<file path="config.mk">
export PLATFORM = sky130hd
export DESIGN_NAME = run_ctrl_flat
export DESIGN_NICKNAME = d
export VERILOG_FILES = /design/src/rtl/run_ctrl_if.sv /design/src/rtl/run_ctrl.sv /design/src/flat_wrapper.sv
export SDC_FILE = /design/constraint.sdc
export NUM_CORES = 1
export LEC_CHECK = 0
export BUFFER_PORTS_ARGS = -buffer_cell sky130_fd_sc_hd__buf_2
export CAP_MARGIN = 30
export CORE_ASPECT_RATIO = 1.5
export CORE_MARGIN = 2
export CORE_UTILIZATION = 37
export CTS_BUF_LIST = sky130_fd_sc_hd__clkbuf_4
export DETAILED_ROUTE_END_ITERATION = 12
export PLACE_DENSITY = 0.57
export SLEW_MARGIN = 20
export SYNTH_ARGS = -nofsm -noshare
export SYNTH_HDL_FRONTEND = slang
export SYNTH_SLANG_ARGS = --single-unit
</file>
<file path="constraint.sdc">
create_clock -name i_clk -period 2.05 [get_ports i_clk]
set_input_delay 0.205 -clock i_clk [delete_from_list [all_inputs] [get_ports i_clk]]
set_output_delay 0.205 -clock i_clk [all_outputs]
set_load 0.005 [all_outputs]
</file>
<file path="src/rtl/run_ctrl_if.sv">
// Button inputs and counter-drive outputs of the run control stage.
interface run_ctrl_if;
  logic i_btn_ss;
  logic i_btn_clr;
  logic i_btn_step;
  logic o_enable;
  logic o_clr_n;
  logic o_running;

  modport master (
    output i_btn_ss, i_btn_clr, i_btn_step,
    input  o_enable, o_clr_n, o_running
  );

  modport slave (
    input  i_btn_ss, i_btn_clr, i_btn_step,
    output o_enable, o_clr_n, o_running
  );
endinterface

</file>
<file path="src/rtl/run_ctrl.sv">
// Counter front end: button sync/debounce, IDLE/RUN/PAUSE control and a
// prescaler producing the count enable pulse train and the counter clear.
//
// state   | meaning
// S_IDLE  | stopped, prescaler forced to 0, no enable
// S_RUN   | prescaler counting, enable on every wrap
// S_PAUSE | prescaler held, step presses give single enables
module run_ctrl #(
  parameter int DIV    = 50000,
  parameter int DB_CYC = 16
) (
  input logic       i_clk,
  input logic       i_areset,
  run_ctrl_if.slave bus
);

  function automatic int clogb2(input int v);
    int r;
    r = 1;
    for (int i = 1; i < 31; i++)
      if ((1 << i) <= v) r = i + 1;
    return r;
  endfunction

  localparam int PW = clogb2(DIV - 1);
  localparam int DW = clogb2(DB_CYC);
  localparam logic [PW-1:0] PRE_MAX = PW'(DIV - 1);
  localparam logic [DW-1:0] DB_MAX  = DW'(DB_CYC);

  typedef enum logic [1:0] {S_IDLE, S_RUN, S_PAUSE} state_t;

  // bit 0: start/stop, bit 1: clear, bit 2: step
  logic [2:0]    w_raw;
  logic [2:0]    r_meta, r_sync, r_deb, r_deb_d, r_press;
  logic [DW-1:0] r_db_cnt [3];

  state_t        r_state, w_state_nxt;
  logic [PW-1:0] r_pre, w_pre_nxt;
  logic          r_enable, w_enable_nxt;
  logic          r_clr_n, r_clr_pend, r_running;
  logic          w_ss_p, w_clr_p, w_step_p, w_wrap;

  assign w_raw    = {bus.i_btn_step, bus.i_btn_clr, bus.i_btn_ss};
  assign w_ss_p   = r_press[0];
  assign w_clr_p  = r_press[1];
  assign w_step_p = r_press[2];

  always_ff @(posedge i_clk or negedge i_areset) begin
    if (!i_areset) begin
      r_meta  <= '0;
      r_sync  <= '0;
      r_deb   <= '0;
      r_deb_d <= '0;
      r_press <= '0;
      for (int i = 0; i < 3; i++) r_db_cnt[i] <= '0;
    end else begin
      r_meta  <= w_raw;
      r_sync  <= r_meta;
      r_deb_d <= r_deb;
      r_press <= r_deb & ~r_deb_d;
      for (int i = 0; i < 3; i++) begin
        if (r_sync[i] == r_deb[i]) begin
          r_db_cnt[i] <= '0;
        end else if (r_db_cnt[i] == DB_MAX) begin
          r_deb[i]    <= r_sync[i];
          r_db_cnt[i] <= '0;
        end else begin
          r_db_cnt[i] <= r_db_cnt[i] + DW'(1);
        end
      end
    end
  end

  always_ff @(posedge i_clk or negedge i_areset) begin
    if (!i_areset) begin
      r_state    <= S_IDLE;
      r_pre      <= '0;
      r_enable   <= 1'b0;
      r_clr_n    <= 1'b0;
      r_clr_pend <= 1'b0;
      r_running  <= 1'b0;
    end else begin
      r_state    <= w_state_nxt;
      r_pre      <= w_pre_nxt;
      r_enable   <= w_enable_nxt;
      r_clr_n    <= ~(w_clr_p | r_clr_pend);
      r_clr_pend <= w_clr_p;
      r_running  <= (r_state == S_RUN);
    end
  end

  always_comb begin
    w_state_nxt  = r_state;
    w_pre_nxt    = r_pre;
    w_wrap       = (r_state == S_RUN) && (r_pre == PRE_MAX);
    w_enable_nxt = 1'b0;

    if (w_clr_p) begin
      w_state_nxt = S_IDLE;
    end else if (w_ss_p) begin
      case (r_state)
        S_IDLE:  w_state_nxt = S_RUN;
        S_RUN:   w_state_nxt = S_PAUSE;
        S_PAUSE: w_state_nxt = S_RUN;
        default: w_state_nxt = S_IDLE;
      endcase
    end

    case (r_state)
      S_RUN:   w_pre_nxt = w_wrap ? '0 : r_pre + PW'(1);
      S_PAUSE: w_pre_nxt = r_pre;
      default: w_pre_nxt = '0;
    endcase

    // A clear press or an open clear window suppresses any pending pulse.
    if (!w_clr_p && !r_clr_pend)
      w_enable_nxt = w_wrap || ((r_state == S_PAUSE) && w_step_p);
  end

  assign bus.o_enable  = r_enable;
  assign bus.o_clr_n   = r_clr_n;
  assign bus.o_running = r_running;

endmodule

</file>
<file path="src/flat_wrapper.sv">
// flat-port wrapper written by rule: the top's interface ports become plain ports
module run_ctrl_flat 
#(
  parameter int DIV    = 50000,
  parameter int DB_CYC = 16
)
  (i_clk, i_areset, bus_i_btn_ss, bus_i_btn_clr, bus_i_btn_step, bus_o_enable, bus_o_clr_n, bus_o_running);
  run_ctrl_if bus_i ();
  input logic i_clk;
  input logic i_areset;
  input wire logic [$bits(bus_i.i_btn_ss)-1:0] bus_i_btn_ss;
  input wire logic [$bits(bus_i.i_btn_clr)-1:0] bus_i_btn_clr;
  input wire logic [$bits(bus_i.i_btn_step)-1:0] bus_i_btn_step;
  output wire logic [$bits(bus_i.o_enable)-1:0] bus_o_enable;
  output wire logic [$bits(bus_i.o_clr_n)-1:0] bus_o_clr_n;
  output wire logic [$bits(bus_i.o_running)-1:0] bus_o_running;
  assign bus_i.i_btn_ss = bus_i_btn_ss;
  assign bus_i.i_btn_clr = bus_i_btn_clr;
  assign bus_i.i_btn_step = bus_i_btn_step;
  assign bus_o_enable = bus_i.o_enable;
  assign bus_o_clr_n = bus_i.o_clr_n;
  assign bus_o_running = bus_i.o_running;
  run_ctrl #(.DIV(DIV), .DB_CYC(DB_CYC)) u_core (.i_clk(i_clk), .i_areset(i_areset), .bus(bus_i));
endmodule
</file>
* Word-level counts from Yosys, hierarchy flattened
Index checks and enable logic that the tools add are counted.
** Cells by class
- Reduce and logical (&&, ||, !) cells :: 12
- $add $sub $neg :: 4
- Eq/ne operators :: 9
- Bitwise operators :: 7
- Multiplexer cells :: 12
** Operators with widths (number)
- $pmux W16 S2 :: 1
- $mux W5 :: 6
- $add A16 B1 Y16 const B :: 1
- $eq A16 B16 Y1 const B :: 1
- $mux W16 :: 1
- $add A5 B1 Y5 const B :: 3
- $eq A5 B5 Y1 const B :: 3
- $reduce_and A2 Y1 :: 3
- $mux W2 :: 2
- $not A1 Y1 :: 4
- $pmux W2 S2 :: 1
- $and A3 B3 Y3 :: 1
- $eq A1 B1 Y1 :: 3
- $logic_and A1 B1 Y1 :: 3
- $not A3 Y3 :: 1
- $eq A2 B1 Y1 const B :: 1
- $eq A2 B2 Y1 const B :: 1
- $logic_not A1 Y1 :: 2
- $logic_not A2 Y1 :: 1
- $reduce_bool A2 Y1 :: 1
- $reduce_or A2 Y1 :: 1
- $logic_or A1 B1 Y1 :: 1
- $mux W1 :: 1
- $or A1 B1 Y1 :: 1
** Word-level totals
- Input port bits :: 5
- Output and inout port bits :: 3
- Bits in registers :: 52
- Logic and storage cells :: 60

* Longest topological paths before layout
Gate-level depths: netlist (run 1).
- Depth after elaboration :: 5
- Mapped depth :: 6

* Worst setup path before layout (run 1)
Ideal clock, no wire load.
- Path kind :: reg-to-reg
- Start point :: register u_core.r_pre[10]
- End point :: register u_core.r_pre[7]
- Path buffers :: 0
- Setup slack :: 358 ps
- Required time :: 1929 ps
- Stages on the path, launching flop included :: 6
- Arrival time :: 1571 ps
- Library setup time :: 121 ps
- Path through :: dfrtp_1 or3_1 nor3_1 a21o_1 o21ai_0 a22o_1
** On the way
- Cells in the longest elaborated chain, start to end :: 4
** RTL lines
- from (decl) :: line run_ctrl.sv:38 : logic [PW-1:0] r_pre, w_pre_nxt;
- from (signal assigned) :: line run_ctrl.sv:84 : r_pre <= w_pre_nxt;
- $eq A16 B16 Y1 :: line run_ctrl.sv:95 : w_wrap = (r_state == S_RUN) && (r_pre == PRE_MAX);
- $logic_and A1 B1 Y1 :: line run_ctrl.sv:95
- $mux W16 :: line run_ctrl.sv:110 : S_RUN: w_pre_nxt = w_wrap ? '0 : r_pre + PW'(1);
- $pmux W16 S2 :: line run_ctrl.sv:109 : case (r_state)
No other way between the ends.
A chain may end at the register's enable or synchronous reset.

* Final worst setup path (run 1)
Same ends and word-level chain as after synthesis.

==> impl_metrics.json, run 1 <==
{
  "status": "finished, final reports clean",
  "setup_viol": 0,
  "vias": 1546,
  "cpPeakStageDelay_ns": 0.48,
  "htree_num_levels": 2,
  "cp-end-kind": "flip-flop",
  "relSlewSlack": 0.578,
  "synth_cells": 205,
  "postCtsSetupBuffers": 0,
  "cap_violations": 0,
  "track_usage": 0.139,
  "clk_latency_ns": 0.38,
  "top_layer": "met4",
  "nNetsFinal": 241,
  "synth.most_common_cell": "dfrtp_1",
  "synth_ff_type": "dfrtp_1",
  "cp_max_fo": 7,
  "yosysSeqAreaShare": 0.576,
  "synth_top_area_cell": "dfrtp_1",
  "io_buffers": 7,
  "critPathKind": "reg2reg",
  "worstMarginPinSlew_ns": 0.633,
  "wl_met1_um": 1810,
  "syn-num-nets": 217,
  "worst_clock_skew_ns": 0.0158,
  "worst_hold_slack_ns": 0.291,
  "ys_async_sr_fraction": 1.00,
  "cts_tree": "done",
  "drtIter0Drc": 86,
  "path_clk_slew_ns": 0.17,
  "hold_path.class": "in2async",
  "met3_wirelength_um": 117,
  "worstPathCellList": "or3_1 > nor3_2 > a21o_1 > o21ai_0 > a22o_1",
  "crit_path_start_kind": "flip-flop",
  "fin_crit_ns": 1.86,
  "antenna_found_initial": 0,
  "die-area_um2": 6760,
  "fp.dieH_um": 99.7,
  "rows": 34,
  "yosys-top-cells-count": "dfrtp_1 (52), nor2_1 (21), nand2_1 (18), nand3_1 (18)",
  "clk_path_buf_depth": 2,
  "cpMaxStageDelayCell": "dfrtp_1",
  "globalRouteOverflowTotal": 0,
  "dp_hpwl_um": 2870,
  "synth-seq-cells": 52,
  "wl_met2_um": 1990,
  "fp.dieW_um": 67.8,
  "slew_viol_final": 0,
  "root_buffer": "clkbuf_4",
  "cts_buffers": 5,
  "ant_nets": 0,
  "ys_warn_count": 0,
  "rsz0062_at_grt": "false",
  "fin_crit_sh": 0.905,
  "clkSinkCount": 52,
  "arrival_ns": 2.16,
  "synth_top_area_share": 0.576,
  "ioPinCount": 8,
  "area_growth_pct": 12.6,
  "grt_max_degree": 32,
  "grt_pass1_vias": 1554,
  "routed_wl_um": 4010,
  "nFillCells": 575,
  "antenna-diode-count": 0,
  "p_leak_nw": 1.18,
  "vias_per_cell": 5.12,
  "peakVddDrop_uv": 362,
  "grt_first_pass_wirelength_um": 7200,
  "dr.pass1.iters": 4,
  "final-hold-violation-count": 0,
  "yosysUniqueCellTypes": 34,
  "synthTopCellsByArea": "dfrtp_1 (58%), nand3_1 (4.0%), ha_1 (3.9%)",
  "synth_edf_count": 0,
  "wl_per_cell_um": 13.3,
  "cp.required_ns": 2.35,
  "power.total_mw": 1.64,
  "start_util": 0.385,
  "netlist_area_um2": 2260,
  "fp.coreArea_um2": 5870,
  "drc": 0,
  "finalSetupTns_ns": 0,
  "postSynthAreaPerCell_um2": 11.0,
  "finalWeightedCongestion": 0.874,
  "drive_gt1_frac": 0.135,
  "powerDensity_nw_per_um2": 646,
  "clock.fmax_mhz": 539
}
logic make-up (layout without fill, tap and decap cells):
group / after synthesis / count (layout) / synth area share
DFF: 52 / 52 / 0.576
AOI/OAI and AO/OA: 27 / 27 / 0.0770
muxes: 5 / 5 / 0.0238
buffers and inverters: 10 / 35 / 0.0233
xor gates and xnor gates: 16 / 16 / 0.0621
and+or+nand+nor: 88 / 88 / 0.199
adders and majority gates: 7 / 7 / 0.0388
placed cells by master (no fill, tap or decap), types with 3 or more instances in the layout:
cell type and instances:
clkbuf_4 5, nand3_1 18, xnor2_1 8, nor4_1 3
mux2_2 3, nand2_1 18, inv_1 8, a21oi_1 5
xor2_1 8, buf_2 7, nor2b_1 4, dlygate4sd3_1 4
a22o_1 4, ha_1 7, o21ai_0 8, nor2_1 21
dfrtp_1 52, buf_4 7, and2_1 4, o31ai_1 3
nor3_1 6
through the flow:
step / utilization / area (um^2) / setup slack [ns] / instances
floorplan: - / 2260 / 0.358 / 205
detailed placement: 0.415 / 2430 / 0.173 / 290
global placement: 0.415 / 2430 / 0.214 / 290
global route: 0.433 / 2540 / 0.0432 / 302
finish: 0.433 / 2540 / 0.194 / 302
CTS: 0.432 / 2540 / 0.149 / 302
state kept, by name, indices dropped and copies added (netlist names), 2 cells and up:
signal           count
u_core.r_pre        16
u_core.r_db_cnt     15
u_core.r_deb         3
u_core.r_deb_d       3
u_core.r_meta        3
u_core.r_press       3
u_core.r_sync        3
u_core.r_state       2
what timing repair did:
item / in CTS / in global routing
hold endpoints to repair: 24 / 0
hold buffers: 4 / 0
gates resized for setup: 0 / 1
endpoints found under the setup margin: 0 / 6
critical path: cells and delay by family (launching register included):
| kind | cells | cell delay [ns] |
|---|---|---|
| AO/OA/AOI/OAI | 3 | 0.60 |
| flip-flops | 1 | 0.48 |
| AND/OR/NAND/NOR | 2 | 0.69 |
report_power, final:
group	switching (mW)	internal, mW	total, mW
Combinational	0.0428	0.0325	0.0753
Clock	0.358	0.145	0.503
Sequential	0.0175	1.05	1.06
path summary, 6_finish.rpt:
check                                              from                            end  slack, ns  depth (start not counted)
min                                            i_areset    u_core.r_pre[5]$_DFFE_PN0P_       0.29                          2
max in group asynchronous                      i_areset  u_core.r_db_cnt[13]$_DFF_PN0_       1.21                          3
max reg2reg                u_core.r_pre[10]$_DFFE_PN0P_    u_core.r_pre[7]$_DFFE_PN0P_       0.19                          5
max                        u_core.r_pre[10]$_DFFE_PN0P_    u_core.r_pre[7]$_DFFE_PN0P_       0.19                          5
min in group i_clk           u_core.r_meta[1]$_DFF_PN0_     u_core.r_sync[1]$_DFF_PN0_       0.36                          0
min reg2reg                  u_core.r_meta[1]$_DFF_PN0_     u_core.r_sync[1]$_DFF_PN0_       0.36                          0
area by class of cell:
class / instances / area (um^2) / share of cell area
flip-flops and latches: 52 / 1300 / 0.512
well taps: 72 / 90.1 / 0.0354
multi-input cells: 143 / 910 / 0.358
clock inverters: 3 / 27.5 / 0.0108
repair buffers: 19 / 148 / 0.0580
inverters: 8 / 30.0 / 0.0118
clock buffers: 5 / 37.5 / 0.0148
per-layer routing:
metal	up-vias	track usage
met5	-	0
met2	28	0.230
met4	0	0.0615
met1	749	0.168
li1	759	-
met3	10	0.0328
(Power assumes the default switching activity.)
==> inputs of run 2 (changes only) <==
--- a/config.mk
+++ b/config.mk
@@ -7,3 +7,3 @@
 export LEC_CHECK = 0
-export BUFFER_PORTS_ARGS = -buffer_cell sky130_fd_sc_hd__buf_2
+export BUFFER_PORTS_ARGS = -buffer_cell sky130_fd_sc_hd__buf_4
 export CAP_MARGIN = 30
@@ -15,3 +15,2 @@
 export PLACE_DENSITY = 0.57
-export SLEW_MARGIN = 20
 export SYNTH_ARGS = -nofsm -noshare
==> constraint.sdc (replaced) <==
create_clock -name i_clk -period 2.05 [get_ports i_clk]
set_input_delay 0.615 -clock i_clk [delete_from_list [all_inputs] [get_ports i_clk]]
set_output_delay 0.615 -clock i_clk [all_outputs]
set_load 0.005 [all_outputs]
==> run 2 against run 1 <==
  * Wire length is 8.0% lower
  * Via count is 3.6% lower
  * Highest routed layer unchanged
  * Global-route usage is 0.79 points lower
  * Largest cell class unchanged
  * Sequential share of layout area is 1.4 points higher
  * Sequential power hardly changed
  * Maximum frequency is 3.2% lower
==> impl_metrics.json, run 2 (same netlist as run 1, synthesis figures left out) <==
{
  "dr.pass1.iters": 4,
  "reg.largest.list": "u_core.r_pre (16), u_core.r_db_cnt (15)",
  "p_sw_mw": 0.410,
  "powerDensity_nw_per_um2": 658,
  "cts_resized": 0,
  "finalWeightedCongestion": 0.875,
  "top_register": "u_core.r_pre",
  "grt_pass1_vias": 1516,
  "fp.coreArea_um2": 5870,
  "crit_path_start_kind": "flip-flop",
  "slew_viol_final": 0,
  "finalWorstSetupSlack_ns": 0.132,
  "drtIter0Drc": 103,
  "clkSinkCount": 52,
  "rsz0062_at_grt": "false",
  "cts_tree": "done",
  "start_util": 0.385,
  "cap_violations": 0,
  "drive_gt1_frac": 0.117,
  "reg2reg_slack_ns": 0.13,
  "htree_num_levels": 2,
  "dp_slack_ns": 0.171,
  "finalSetupTns_ns": 0,
  "hold_path.class": "in2async",
  "worstMarginPinSlew_ns": 0.648,
  "p_int_mw": 1.22,
  "antenna_found_initial": 0,
  "regArea_um2": 1300,
  "dp_hpwl_um": 2550,
  "nNetsFinal": 233,
  "critPathKind": "reg2reg",
  "cts_hold_buffers": 0,
  "track_usage": 0.131,
  "relSlewSlack": 0.568,
  "ioPinCount": 8,
  "fin_crit_ns": 1.92,
  "final-hold-violation-count": 0,
  "path_clk_slew_ns": 0.16,
  "r2r_start": "u_core.r_pre[10]$_DFFE_PN0P_",
  "grt_first_pass_wirelength_um": 6740,
  "status": "finished, final reports clean",
  "root_buffer": "clkbuf_4",
  "clock.fmax_mhz": 521,
  "arrival_ns": 2.19,
  "postCtsSetupBuffers": 0,
  "cp_max_fo": 7,
  "ant_nets": 0,
  "peakVddDrop_uv": 249,
  "rows": 34,
  "p_leak_nw": 1.15,
  "p_seq_frac": 0.654,
  "clk_path_buf_depth": 2,
  "fp.dieH_um": 99.7,
  "fin_crit_sh": 0.935,
  "multi_input_area_um2": 905,
  "nFillCells": 587,
  "vias_per_cell": 5.07,
  "die-area_um2": 6760,
  "cp-end-kind": "flip-flop",
  "antenna-diode-count": 0,
  "switching_share": 0.252,
  "routed_wl_um": 3690,
  "globalRouteOverflowTotal": 0,
  "setup_viol": 0,
  "final_cell_mix": "dfrtp_1 (52), nor2_1 (21), nand2_1 (18), nand3_1 (18), buf_4 (11)",
  "cp.required_ns": 2.32,
  "worst_clock_skew_ns": 0.0170,
  "reg2reg_depth": 5,
  "layout.cells.most_common": "dfrtp_1",
  "cts_buffers": 5,
  "rr_endpoint": "u_core.r_pre[7]$_DFFE_PN0P_",
  "clk_latency_ns": 0.38,
  "combPwrFrac": 0.041,
  "area_growth_pct": 9.53,
  "largest_reg_flops": 16,
  "power_frac_clock": 0.305,
  "io_buffers": 7,
  "vias": 1490,
  "fp.dieW_um": 67.8,
  "grt_max_degree": 53,
  "wl_per_cell_um": 12.6,
  "drc": 0
}
## run 2: power groups by stage
stage	sequential (mW)	clock [mW]	combinational (mW)
2_1_floorplan	1.08	0	0.0355
3_3_place_gp	1.08	0	0.0678
3_5_place_dp	1.08	0	0.0692
4_1_cts	1.07	0.525	0.0695
5_1_grt	1.07	0.571	0.0815
6_report	1.06	0.497	0.0665
## run 2: through the flow
step / cells / power, mW / area, um^2 / util / hold WS, ns
6_report: 294 / 1.63 / 2470 / 0.421 / 0.232
4_1_cts: 294 / 1.66 / 2470 / 0.421 / 0.254
3_3_place_gp: 286 / 1.15 / 2410 / 0.410 / 0.333
3_5_place_dp: 286 / 1.15 / 2410 / 0.410 / 0.335
2_1_floorplan: 205 / 1.12 / 2260 / - / 0.319
5_1_grt: 294 / 1.72 / 2470 / 0.421 / 0.271
## run 2: critical path: stages, from the launching register on
cell,delay (ns)
dfrtp_1,0.48
or3_1,0.41
nor3_1,0.32
a21o_1,0.30
o21ai_0,0.13
a22o_1,0.19
## run 2: worst max-delay path by stage
stage	startpoint	to	slack [ns]
floorplan	u_core.r_pre[10]$_DFFE_PN0P_	u_core.r_pre[7]$_DFFE_PN0P_	0.36
global placement	u_core.r_pre[10]$_DFFE_PN0P_	u_core.r_pre[7]$_DFFE_PN0P_	0.21
detailed placement	u_core.r_pre[10]$_DFFE_PN0P_	u_core.r_pre[5]$_DFFE_PN0P_	0.17
CTS	u_core.r_pre[10]$_DFFE_PN0P_	u_core.r_pre[7]$_DFFE_PN0P_	0.14
global route	u_core.r_pre[10]$_DFFE_PN0P_	u_core.r_pre[7]$_DFFE_PN0P_	0.006
finish	u_core.r_pre[10]$_DFFE_PN0P_	u_core.r_pre[7]$_DFFE_PN0P_	0.13
## run 2: routing by layer
metal,wire (um),track usage,share of wire
met2,1840,0.205,0.50
met5,0,0,0
met1,1660,0.167,0.45
met3,117,0.0305,0.032
met4,74,0.0646,0.020
## run 2: cell type report
type,instances,area share
well taps,72,0.0364
inverters,8,0.0121
repair buffers,11,0.0334
clock inverters,3,0.0111
multi-input cells,143,0.366
flip-flops and latches,52,0.526
clock buffers,5,0.0152
